===== src/rtl/ctrl_fsm_mc_if.sv =====
// rtl/ctrl_fsm_mc_if.sv - opcode/handshake inputs and state/retire outputs of the multicycle sequencer
// master drives the instruction/memory side; slave is the sequencer itself.
interface ctrl_fsm_mc_if #(
  parameter int OPCODE_W = 6,
  parameter int CNT_W    = 16
);
  logic [OPCODE_W-1:0] opcode;
  logic                imem_ready;
  logic                dmem_ready;
  logic                resume;
  logic [3:0]          state;
  logic                ir_we;
  logic                exe_busy;
  logic                halted;
  logic                retire;
  logic [CNT_W-1:0]    retire_cnt;

  modport master (
    output opcode, imem_ready, dmem_ready, resume,
    input  state, ir_we, exe_busy, halted, retire, retire_cnt
  );

  modport slave (
    input  opcode, imem_ready, dmem_ready, resume,
    output state, ir_we, exe_busy, halted, retire, retire_cnt
  );
endinterface


===== src/rtl/ctrl_fsm_mc.sv =====
// rtl/ctrl_fsm_mc.sv - registered multicycle control sequencer with mem handshakes, multi-cycle multiply, halt and retire count
// The datapath control decoder consumes bus.state; retire/retire_cnt track completed instructions.
module ctrl_fsm_mc #(
  parameter int                  OPCODE_W = 6,
  parameter logic [OPCODE_W-1:0] BR_OP    = OPCODE_W'(6'b110100),
  parameter logic [OPCODE_W-1:0] LW_OP    = OPCODE_W'(6'b110001),
  parameter logic [OPCODE_W-1:0] MUL_OP   = OPCODE_W'(6'b000011),
  parameter logic [OPCODE_W-1:0] HALT_OP  = OPCODE_W'(6'b111111),
  parameter int                  MUL_LAT  = 4,
  parameter int                  CNT_W    = 16
) (
  input  logic            CLK,
  input  logic            Reset,
  ctrl_fsm_mc_if.slave    bus
);

  localparam logic [3:0] S_IF   = 4'b0000;
  localparam logic [3:0] S_ID   = 4'b0001;
  localparam logic [3:0] S_CEXE = 4'b0010;
  localparam logic [3:0] S_MEM  = 4'b0011;
  localparam logic [3:0] S_CWB  = 4'b0100;
  localparam logic [3:0] S_BEXE = 4'b0101;
  localparam logic [3:0] S_AEXE = 4'b0110;
  localparam logic [3:0] S_AWB  = 4'b0111;
  localparam logic [3:0] S_MEXE = 4'b1000;
  localparam logic [3:0] S_HALT = 4'b1111;

  localparam int MCW = (MUL_LAT > 1) ? $clog2(MUL_LAT) : 1;

  logic [3:0]       state_q;
  logic [3:0]       state_d;
  logic             retire_d;
  logic             retire_q;
  logic [CNT_W-1:0] cnt_q;
  logic [MCW-1:0]   mul_cnt;
  logic [2:0]       op_class;

  assign op_class = bus.opcode[OPCODE_W-1 -: 3];

  // mul_cnt counts remaining mEXE cycles after the current one.
  always_ff @(posedge CLK or posedge Reset) begin
    if (Reset) begin
      state_q  <= S_IF;
      mul_cnt  <= '0;
      retire_q <= 1'b0;
      cnt_q    <= '0;
    end else begin
      state_q  <= state_d;
      retire_q <= retire_d;
      if (retire_d) begin
        cnt_q <= cnt_q + 1'b1;
      end
      if (state_q == S_ID && state_d == S_MEXE) begin
        mul_cnt <= MCW'(MUL_LAT - 1);
      end else if (state_q == S_MEXE && mul_cnt != '0) begin
        mul_cnt <= mul_cnt - 1'b1;
      end
    end
  end

  always_comb begin
    state_d  = S_IF;
    retire_d = 1'b0;
    case (state_q)
      S_IF:   state_d = bus.imem_ready ? S_ID : S_IF;
      S_ID: begin
        if (op_class == 3'b110) begin
          state_d = (bus.opcode == BR_OP) ? S_BEXE : S_CEXE;
        end else if (op_class == 3'b111) begin
          // Jumps complete in decode; the halt instruction retires on entry to HALT.
          state_d  = (bus.opcode == HALT_OP) ? S_HALT : S_IF;
          retire_d = 1'b1;
        end else if (bus.opcode == MUL_OP) begin
          state_d = S_MEXE;
        end else begin
          state_d = S_AEXE;
        end
      end
      S_AEXE: state_d = S_AWB;
      S_MEXE: state_d = (mul_cnt == '0) ? S_AWB : S_MEXE;
      S_BEXE: begin
        state_d  = S_IF;
        retire_d = 1'b1;
      end
      S_CEXE: state_d = S_MEM;
      S_MEM: begin
        if (!bus.dmem_ready) begin
          state_d = S_MEM;
        end else if (bus.opcode == LW_OP) begin
          state_d = S_CWB;
        end else begin
          state_d  = S_IF;
          retire_d = 1'b1;
        end
      end
      S_AWB, S_CWB: begin
        state_d  = S_IF;
        retire_d = 1'b1;
      end
      S_HALT: state_d = bus.resume ? S_IF : S_HALT;
      default: state_d = S_IF;
    endcase
  end

  always_comb begin
    bus.state      = state_q;
    bus.ir_we      = (state_q == S_IF) && bus.imem_ready;
    bus.exe_busy   = (state_q == S_MEXE);
    bus.halted     = (state_q == S_HALT);
    bus.retire     = retire_q;
    bus.retire_cnt = cnt_q;
  end

endmodule


===== src/flat_wrapper.sv =====
// flat-port wrapper written by rule: the top's interface ports become plain ports
module ctrl_fsm_mc_flat 
#(
  parameter int                  OPCODE_W = 6,
  parameter logic [OPCODE_W-1:0] BR_OP    = OPCODE_W'(6'b110100),
  parameter logic [OPCODE_W-1:0] LW_OP    = OPCODE_W'(6'b110001),
  parameter logic [OPCODE_W-1:0] MUL_OP   = OPCODE_W'(6'b000011),
  parameter logic [OPCODE_W-1:0] HALT_OP  = OPCODE_W'(6'b111111),
  parameter int                  MUL_LAT  = 4,
  parameter int                  CNT_W    = 16
)
  (CLK, Reset, bus_opcode, bus_imem_ready, bus_dmem_ready, bus_resume, bus_state, bus_ir_we, bus_exe_busy, bus_halted, bus_retire, bus_retire_cnt);
  ctrl_fsm_mc_if #(.OPCODE_W(OPCODE_W), .CNT_W(CNT_W)) bus_i ();
  input  logic CLK;
  input  logic Reset;
  input wire logic [$bits(bus_i.opcode)-1:0] bus_opcode;
  input wire logic [$bits(bus_i.imem_ready)-1:0] bus_imem_ready;
  input wire logic [$bits(bus_i.dmem_ready)-1:0] bus_dmem_ready;
  input wire logic [$bits(bus_i.resume)-1:0] bus_resume;
  output wire logic [$bits(bus_i.state)-1:0] bus_state;
  output wire logic [$bits(bus_i.ir_we)-1:0] bus_ir_we;
  output wire logic [$bits(bus_i.exe_busy)-1:0] bus_exe_busy;
  output wire logic [$bits(bus_i.halted)-1:0] bus_halted;
  output wire logic [$bits(bus_i.retire)-1:0] bus_retire;
  output wire logic [$bits(bus_i.retire_cnt)-1:0] bus_retire_cnt;
  assign bus_i.opcode = bus_opcode;
  assign bus_i.imem_ready = bus_imem_ready;
  assign bus_i.dmem_ready = bus_dmem_ready;
  assign bus_i.resume = bus_resume;
  assign bus_state = bus_i.state;
  assign bus_ir_we = bus_i.ir_we;
  assign bus_exe_busy = bus_i.exe_busy;
  assign bus_halted = bus_i.halted;
  assign bus_retire = bus_i.retire;
  assign bus_retire_cnt = bus_i.retire_cnt;
  ctrl_fsm_mc #(.OPCODE_W(OPCODE_W), .BR_OP(BR_OP), .LW_OP(LW_OP), .MUL_OP(MUL_OP), .HALT_OP(HALT_OP), .MUL_LAT(MUL_LAT), .CNT_W(CNT_W)) u_core (.CLK(CLK), .Reset(Reset), .bus(bus_i));
endmodule

===== config.mk =====
export PLATFORM = sky130hd
export DESIGN_NAME = ctrl_fsm_mc_flat
export DESIGN_NICKNAME = d
export VERILOG_FILES = /design/src/rtl/ctrl_fsm_mc_if.sv /design/src/rtl/ctrl_fsm_mc.sv /design/src/flat_wrapper.sv
export SDC_FILE = /design/constraint.sdc
export NUM_CORES = 1
export LEC_CHECK = 0
export CORE_UTILIZATION = 47
export CTS_CLUSTER_DIAMETER = 80
export DETAILED_ROUTE_END_ITERATION = 8
export MAX_ROUTING_LAYER = met4
export PLACE_DENSITY = 0.75
export SYNTH_ARGS = -nofsm -noshare
export SYNTH_HDL_FRONTEND = slang
export SYNTH_SLANG_ARGS = --single-unit

===== constraint.sdc =====
create_clock -name CLK -period 2.6 [get_ports CLK]
set_input_delay 0.65 -clock CLK [delete_from_list [all_inputs] [get_ports CLK]]
set_output_delay 0.65 -clock CLK [all_outputs]
set_load 0.02 [all_outputs]

==> impl_metrics.py, run 1 <==
metrics = {
    "clock_network": {
        "post-cts-setup-buffers": 0,
        "clock-sinks": 23,
        "path_clk_slew_ns": 0.13,
        "cts_hold_buf": 0,
        "cts.path.max_buffers": 2,
        "numCtsBuffers": 3,
        "cts-root-buf": "clkbuf_4",
        "cts_max_level": 1,
        "cts_resized": 1,
        "clk_latency_ns": 0.31,
        "cts_tree": "yes",
    },
    "floorplan": {
        "die_y_um": 54.0,
        "io_pins": 35,
        "rows": 18,
        "initial_utilization_pct": 50.4,
        "die_w_um": 54.0,
        "die_area_um2": 2920,
        "core_area_um2": 2520,
    },
    "synth": {
        "synthesis.area_um2": 1270,
        "synth_top_area_share_pct": 45.3,
        "synth_compound_area_share_pct": 8.07,
        "syn_inst": 136,
        "ys_warn_count": 0,
        "ys_seq_elements": 23,
        "yosysSeqAreaShare_pct": 45.3,
        "synth_simple_gate_area_share_pct": 29.8,
        "syn_area_per_cell_um2": 9.35,
        "synthAdderAreaFrac_pct": 1.97,
        "yosysUniqueCellTypes": 35,
        "syn_nets": 149,
        "yosysTopAreaCell": "dfrtp_1",
        "synth_top_family_by_area": "simple AND/OR/NAND/NOR gates",
        "synth.area.mux_share_pct": 0,
        "ys_top_cells_by_area": "dfrtp_1 (45%), xor2_1 (6.9%), nand2_1 (6.2%)",
        "synth_xor_area_share_pct": 11.0,
    },
    "layout": {
        "fillers": 208,
        "fin_nets": 193,
        "fin_area_um2": 1730,
        "syn_to_final_growth_pct": 36.1,
        "final_common_cell": "clkdlybuf4s50_1",
        "drive_above_1_share_pct": 10.1,
        "final_cell_mix": "clkdlybuf4s50_1 (34), nand2_1 (21), dfrtp_1 (21)",
        "final_core_util_pct": 68.6,
        "n_antenna_cell": 0,
    },
    "power": {
        "p_leak_uw": 0.000716,
        "ir_worst_vdd_mv": 0.644,
        "power_density_nw_per_um2": 870,
    },
    "setup_path": {
        "required_ns": 1.95,
        "cpMaxStageDelayCell": "clkdlybuf4s50_1",
        "cp-end-kind": "primary output",
        "cp-start-kind": "primary input",
        "crit_chain": "clkdlybuf4s50_1 > and3_1 > clkdlybuf4s50_1",
        "critPathBufInv": 2,
        "cp_top_family": "buffers and inverters",
        "startpoint": "bus_imem_ready",
        "arrival_ns": 1.91,
        "path_max_fanout": 2,
        "timing.rr.start": "u_core.bus.state[1]$_DFF_PP0_",
        "cpPeakStageDelay_ns": 0.60,
        "rrSetupSlack_ns": 0.48,
        "worstSetupPathType": "in2out",
        "crit_top_cell": "clkdlybuf4s50_1",
    },
    "sta": {
        "min_period_ns": 2.56,
        "max_freq_ghz": 0.391,
        "rsz0062_at_grt": "no",
        "relSlewSlack_pct": 75.4,
        "final_max_slew_viol_count": 0,
        "tightest_slew_ns": 0.364,
        "hold_viol_final": 0,
        "period_share_pct": 98.4,
        "tns_ns": 0,
        "setup_viol": 0,
        "skew_ns": 0.00500,
    },
    "global_routing": {
        "grt_usage_pct": 22.1,
        "grt_start_max_net_pins": 24,
        "grt_pass1_vias": 1080,
        "overflow": 0,
        "grt_antenna_before_repair": 0,
        "grt_pass1_wl_mm": 4.50,
    },
    "job": {
        "maxCapViolations": 0,
    },
    "drt": {
        "drt_iter0_drc": 16,
        "ant_nets": 0,
        "post_drt_via_cell_ratio": 5.53,
        "drcViolationCount": 0,
        "routed-via-count": 1156,
        "routed_wl_mm": 2.86,
        "firstDrtPassIters": 4,
        "wl_per_cell_um": 13.7,
    },
    "placed_design": {
        "place_congestion": 0.829,
        "dpl_cell_area_um2": 1690,
        "portBuffers": 34,
        "hpwlAfterDp_mm": 2.14,
    },
    "outcome": {
        "outcome": "finished, final reports clean",
    },
    "min_path": {
        "worstHoldPathType": "reg2reg",
        "hold_start": "u_core.bus.retire_cnt[15]$_DFFE_PP0P_",
    },
}
==> layout make-up <==
type                            count  area, um2  share of cell area [%]
Inverter                            7       26.3                    1.52
Sequential cell                    23        578                    33.4
Tap cell                           30       37.5                    2.17
Clock inverter                      1       7.51                   0.434
Clock buffer                        3       22.5                    1.30
Timing Repair Buffer               42        400                    23.1
Multi-Input combinational cell    103        658                    38.0
==> kinds of logic after synthesis <==
group | Yosys count
AOI/OAI and AO/OA | 14
adders and majority gates | 2
xor gates and xnor gates | 16
buffers and inverters | 10
DFF | 23
and+or+nand+nor | 71
==> sequential cells by signal, indices dropped and copies added (netlist names) <==
name and cells:
u_core.mul_cnt 2, u_core.bus.state 4, u_core.bus.retire_cnt 16, u_core.bus.retire 1
==> synthesized netlist by cell type <==
| cell | count |
|---|---|
| dfrtp_1 | 23 |
| nand2_1 | 21 |
| nor2_1 | 11 |
| xor2_1 | 10 |
| nor3_1 | 8 |
| inv_1 | 7 |
| nand4_1 | 7 |
| nand3_1 | 6 |
| xnor2_1 | 6 |
| o21ai_0 | 4 |
| and2_1 | 3 |
| nand2b_1 | 3 |
| and3_1 | 2 |
| ha_1 | 2 |
| nor2b_1 | 2 |
| nor4b_1 | 2 |
| a211o_1 | 1 |
| a21oi_1 | 1 |
| a22oi_1 | 1 |
| a31oi_1 | 1 |
| and4_1 | 1 |
| buf_4 | 1 |
| buf_6 | 1 |
| clkbuf_1 | 1 |
| nand3b_1 | 1 |
| nor4_1 | 1 |
| nor4_4 | 1 |
| o2111ai_1 | 1 |
| o211ai_1 | 1 |
| o22a_1 | 1 |
| o31ai_1 | 1 |
| o32a_1 | 1 |
| o41a_2 | 1 |
| or4_1 | 1 |
| or4b_4 | 1 |
==> where the power goes <==
part           leakage (uW)  internal, uW  switching [uW]
registers          0.000254           457             147
logic              0.000448           350             382
clock network     0.0000139          58.6             110
==> per-stage QoR <==
stage | total power (uW) | setup WS (ns) | cells | hold slack [ns]
final | 1500 | 0.0404 | 209 | 0.479
after global routing | 1610 | 0.0177 | 209 | 0.495
after CTS | 1490 | 0.0368 | 209 | 0.482
after detailed placement | 1320 | 0.0415 | 205 | 0.463
after global placement | 1290 | 0.0785 | 205 | 0.456
after floorplan | 1040 | 0.578 | 136 | 0.477
==> worst paths after layout <==
kind                                                              end  cells after the start
worst max-delay path                                        bus_ir_we                      3
worst min-delay path            u_core.bus.retire_cnt[15]$_DFFE_PP0P_                      1
worst max register to register  u_core.bus.retire_cnt[12]$_DFFE_PP0P_                      5
worst min register to register  u_core.bus.retire_cnt[15]$_DFFE_PP0P_                      1
max in group asynchronous               u_core.bus.state[1]$_DFF_PP0_                      3
min in group asynchronous               u_core.mul_cnt[1]$_DFFE_PP0P_                      3
==> layer usage <==
metal	wire length (um)	track usage [%]	up-vias	share of wire [%]
li1	-	-	565	-
met1	1300	26.8	559	45
met2	1440	38.3	30	50
met3	109	3.67	2	3.8
met4	12	5.13	0	0.42
met5	0	-	-	0
Note: power is estimated with default switching activity, not from simulation.
==> inputs of run 2 (changes only) <==
--- a/config.mk
+++ b/config.mk
@@ -5,6 +5,7 @@
 export SDC_FILE = /design/constraint.sdc
 export NUM_CORES = 1
 export LEC_CHECK = 0
+export CAP_MARGIN = 20
 export CORE_UTILIZATION = 47
 export CTS_CLUSTER_DIAMETER = 80
 export DETAILED_ROUTE_END_ITERATION = 8
==> results of run 2 <==
Final layout, timing and power as in run 1 (identical DEF).
==> inputs of run 3 (changes only) <==
--- a/config.mk
+++ b/config.mk
@@ -6,11 +6,13 @@
 export NUM_CORES = 1
 export LEC_CHECK = 0
 export CAP_MARGIN = 20
+export CORE_MARGIN = 3
 export CORE_UTILIZATION = 47
 export CTS_CLUSTER_DIAMETER = 80
 export DETAILED_ROUTE_END_ITERATION = 8
 export MAX_ROUTING_LAYER = met4
 export PLACE_DENSITY = 0.75
+export SKIP_LAST_GASP = 1
 export SYNTH_ARGS = -nofsm -noshare
 export SYNTH_HDL_FRONTEND = slang
 export SYNTH_SLANG_ARGS = --single-unit
==> run 3 against run 2 <==
Final cell count unchanged. Largest power group unchanged. Combinational power is 0.7% lower. Global-route usage down 4.1 points. Clock-buffer cell count up 1. Die area up 15%. Clock skew hardly changed.
==> impl_metrics.py, run 3 (synthesis results as in run 1) <==
metrics = {
    "floorplan": {
        "core_area_um2": 2520,
        "die_area_um2": 3360,
        "rows": 18,
        "initial_utilization_pct": 50.4,
        "io_pins": 35,
        "die_y_um": 58.0,
        "die_w_um": 58.0,
    },
    "drt": {
        "wl_per_cell_um": 13.6,
        "routed_wl_mm": 2.84,
        "drt_iter0_drc": 40,
        "firstDrtPassIters": 4,
        "ant_nets": 0,
        "drcViolationCount": 0,
        "post_drt_via_cell_ratio": 5.51,
        "routed-via-count": 1152,
    },
    "global_routing": {
        "use_met1_pct": 23.4,
        "grt_pass1_wl_mm": 4.70,
        "overflow": 0,
        "met2_usage_pct": 29.2,
        "grt_antenna_before_repair": 0,
        "grt_start_max_net_pins": 24,
        "busiest_layer": "met2",
        "grt_usage_pct": 18.0,
        "use_met3_pct": 3.34,
        "grt_pass1_vias": 1105,
    },
    "clock_network": {
        "cts.path.max_buffers": 2,
        "clock-sinks": 23,
        "cts_max_level": 1,
        "cts-root-buf": "clkbuf_4",
        "cts_tree": "yes",
        "clk_latency_ns": 0.31,
        "path_clk_slew_ns": 0.12,
        "numCtsBuffers": 3,
        "post-cts-setup-buffers": 0,
    },
    "placed_design": {
        "dpl_cell_area_um2": 1690,
        "hpwlAfterDp_mm": 2.17,
        "dp_slack_ns": 0.0554,
        "place_congestion": 0.783,
        "dp.cells": 205,
        "portBuffers": 34,
    },
    "setup_path": {
        "crit_top_cell": "clkdlybuf4s50_1",
        "cpPeakStageDelay_ns": 0.59,
        "timing.rr.start": "u_core.bus.state[1]$_DFF_PP0_",
        "worstSetupPathType": "in2out",
        "required_ns": 1.95,
        "cp-start-kind": "primary input",
        "rr_worst_depth": 5,
        "r2r_end": "u_core.bus.retire_cnt[12]$_DFFE_PP0P_",
        "arrival_ns": 1.87,
        "path_max_fanout": 2,
        "cp-end-kind": "primary output",
        "crit_chain": "clkdlybuf4s50_1 > and3_1 > clkdlybuf4s50_1",
        "rrSetupSlack_ns": 0.47,
        "cpMaxStageDelayCell": "clkdlybuf4s50_1",
    },
    "min_path": {
        "hold_start": "u_core.bus.retire_cnt[15]$_DFFE_PP0P_",
        "min_path_cells": 1,
        "hold-path-endpoint": "u_core.bus.retire_cnt[15]$_DFFE_PP0P_",
        "worstHoldPathType": "reg2reg",
    },
    "sta": {
        "final_max_slew_viol_count": 0,
        "period_share_pct": 97.0,
        "setup_viol": 0,
        "tns_ns": 0,
        "rsz0062_at_grt": "no",
        "max_freq_ghz": 0.396,
        "relSlewSlack_pct": 75.9,
        "hold_viol_final": 0,
        "tightest_slew_ns": 0.359,
        "min_period_ns": 2.52,
        "layout_setup_ws_ns": 0.0769,
        "skew_ns": 0.00529,
    },
    "layout": {
        "final_common_cell": "clkdlybuf4s50_1",
        "syn_to_final_growth_pct": 35.7,
        "fin_area_um2": 1730,
        "drive_above_1_share_pct": 8.94,
        "fillers": 202,
        "final_cell_mix": "clkdlybuf4s50_1 (34), dfrtp_1 (22), nand2_1 (21)",
        "largest_reg_flops": 16,
        "fin_nets": 193,
        "fin_cells": 209,
        "n_antenna_cell": 0,
    },
    "power": {
        "power_density_nw_per_um2": 865,
        "ir_worst_vdd_mv": 0.656,
        "p_leak_uw": 0.000718,
        "finalPower_uw": 1490,
    },
    "job": {
        "maxCapViolations": 0,
    },
    "outcome": {
        "outcome": "finished, final reports clean",
    },
}
-- run 3: how the worst max path moves through the flow --
stage | from | end | slack, ns
3_3_place_gp | bus_imem_ready | bus_ir_we | 0.09
6_report | bus_imem_ready | bus_ir_we | 0.08
5_1_grt | u_core.bus.state[1]$_DFF_PP0_ | bus_exe_busy | 0.01
2_1_floorplan | u_core.bus.state[0]$_DFF_PP0_ | u_core.bus.retire_cnt[8]$_DFFE_PP0P_ | 0.58
3_5_place_dp | bus_opcode[1] | u_core.bus.retire_cnt[12]$_DFFE_PP0P_ | 0.06
4_1_cts | u_core.bus.state[0]$_DFF_PP0_ | bus_exe_busy | 0.05
-- run 3: timing repair --
item | in CTS | in global routing
gates resized for setup | 1 | 2
hold buffers | 0 | 0
setup endpoints to repair | 2 | 2
-- run 3: metal layers --
| metal | wire (um) | vias to the layer above |
|---|---|---|
| met5 | 0 | - |
| met4 | 35 | 0 |
| met3 | 135 | 6 |
| met2 | 1370 | 30 |
| met1 | 1300 | 552 |
| li1 | - | 564 |
-- run 3: cell type report --
class | count | area (um2) | share of cell area [%]
multi-input cells | 103 | 658 | 38.1
flip-flops and latches | 23 | 577 | 33.4
repair buffers | 42 | 400 | 23.2
well taps | 30 | 37.5 | 2.18
clock buffers | 4 | 26.3 | 1.52
inverters | 7 | 26.3 | 1.52
-- run 3: critical path, delay by kind of cell --
kind / cells / cell delay [ns]
buf+inv: 2 / 1.07
simple gates: 1 / 0.15
-- run 3: metrics by stage --
| stage | hold WS, ns | util [%] |
|---|---|---|
| CTS | 0.486 | 68.1 |
| global placement | 0.461 | 66.9 |
| finish | 0.479 | 68.4 |
| global route | 0.498 | 68.4 |
| detailed placement | 0.465 | 66.9 |
| floorplan | 0.477 | - |
-- run 3: where the power goes --
part	leakage, uW	total, uW	switching (uW)	internal (uW)
Combinational	0.000448	727	376	351
Clock	0.0000150	161	101	59.9
Sequential	0.000255	604	149	455
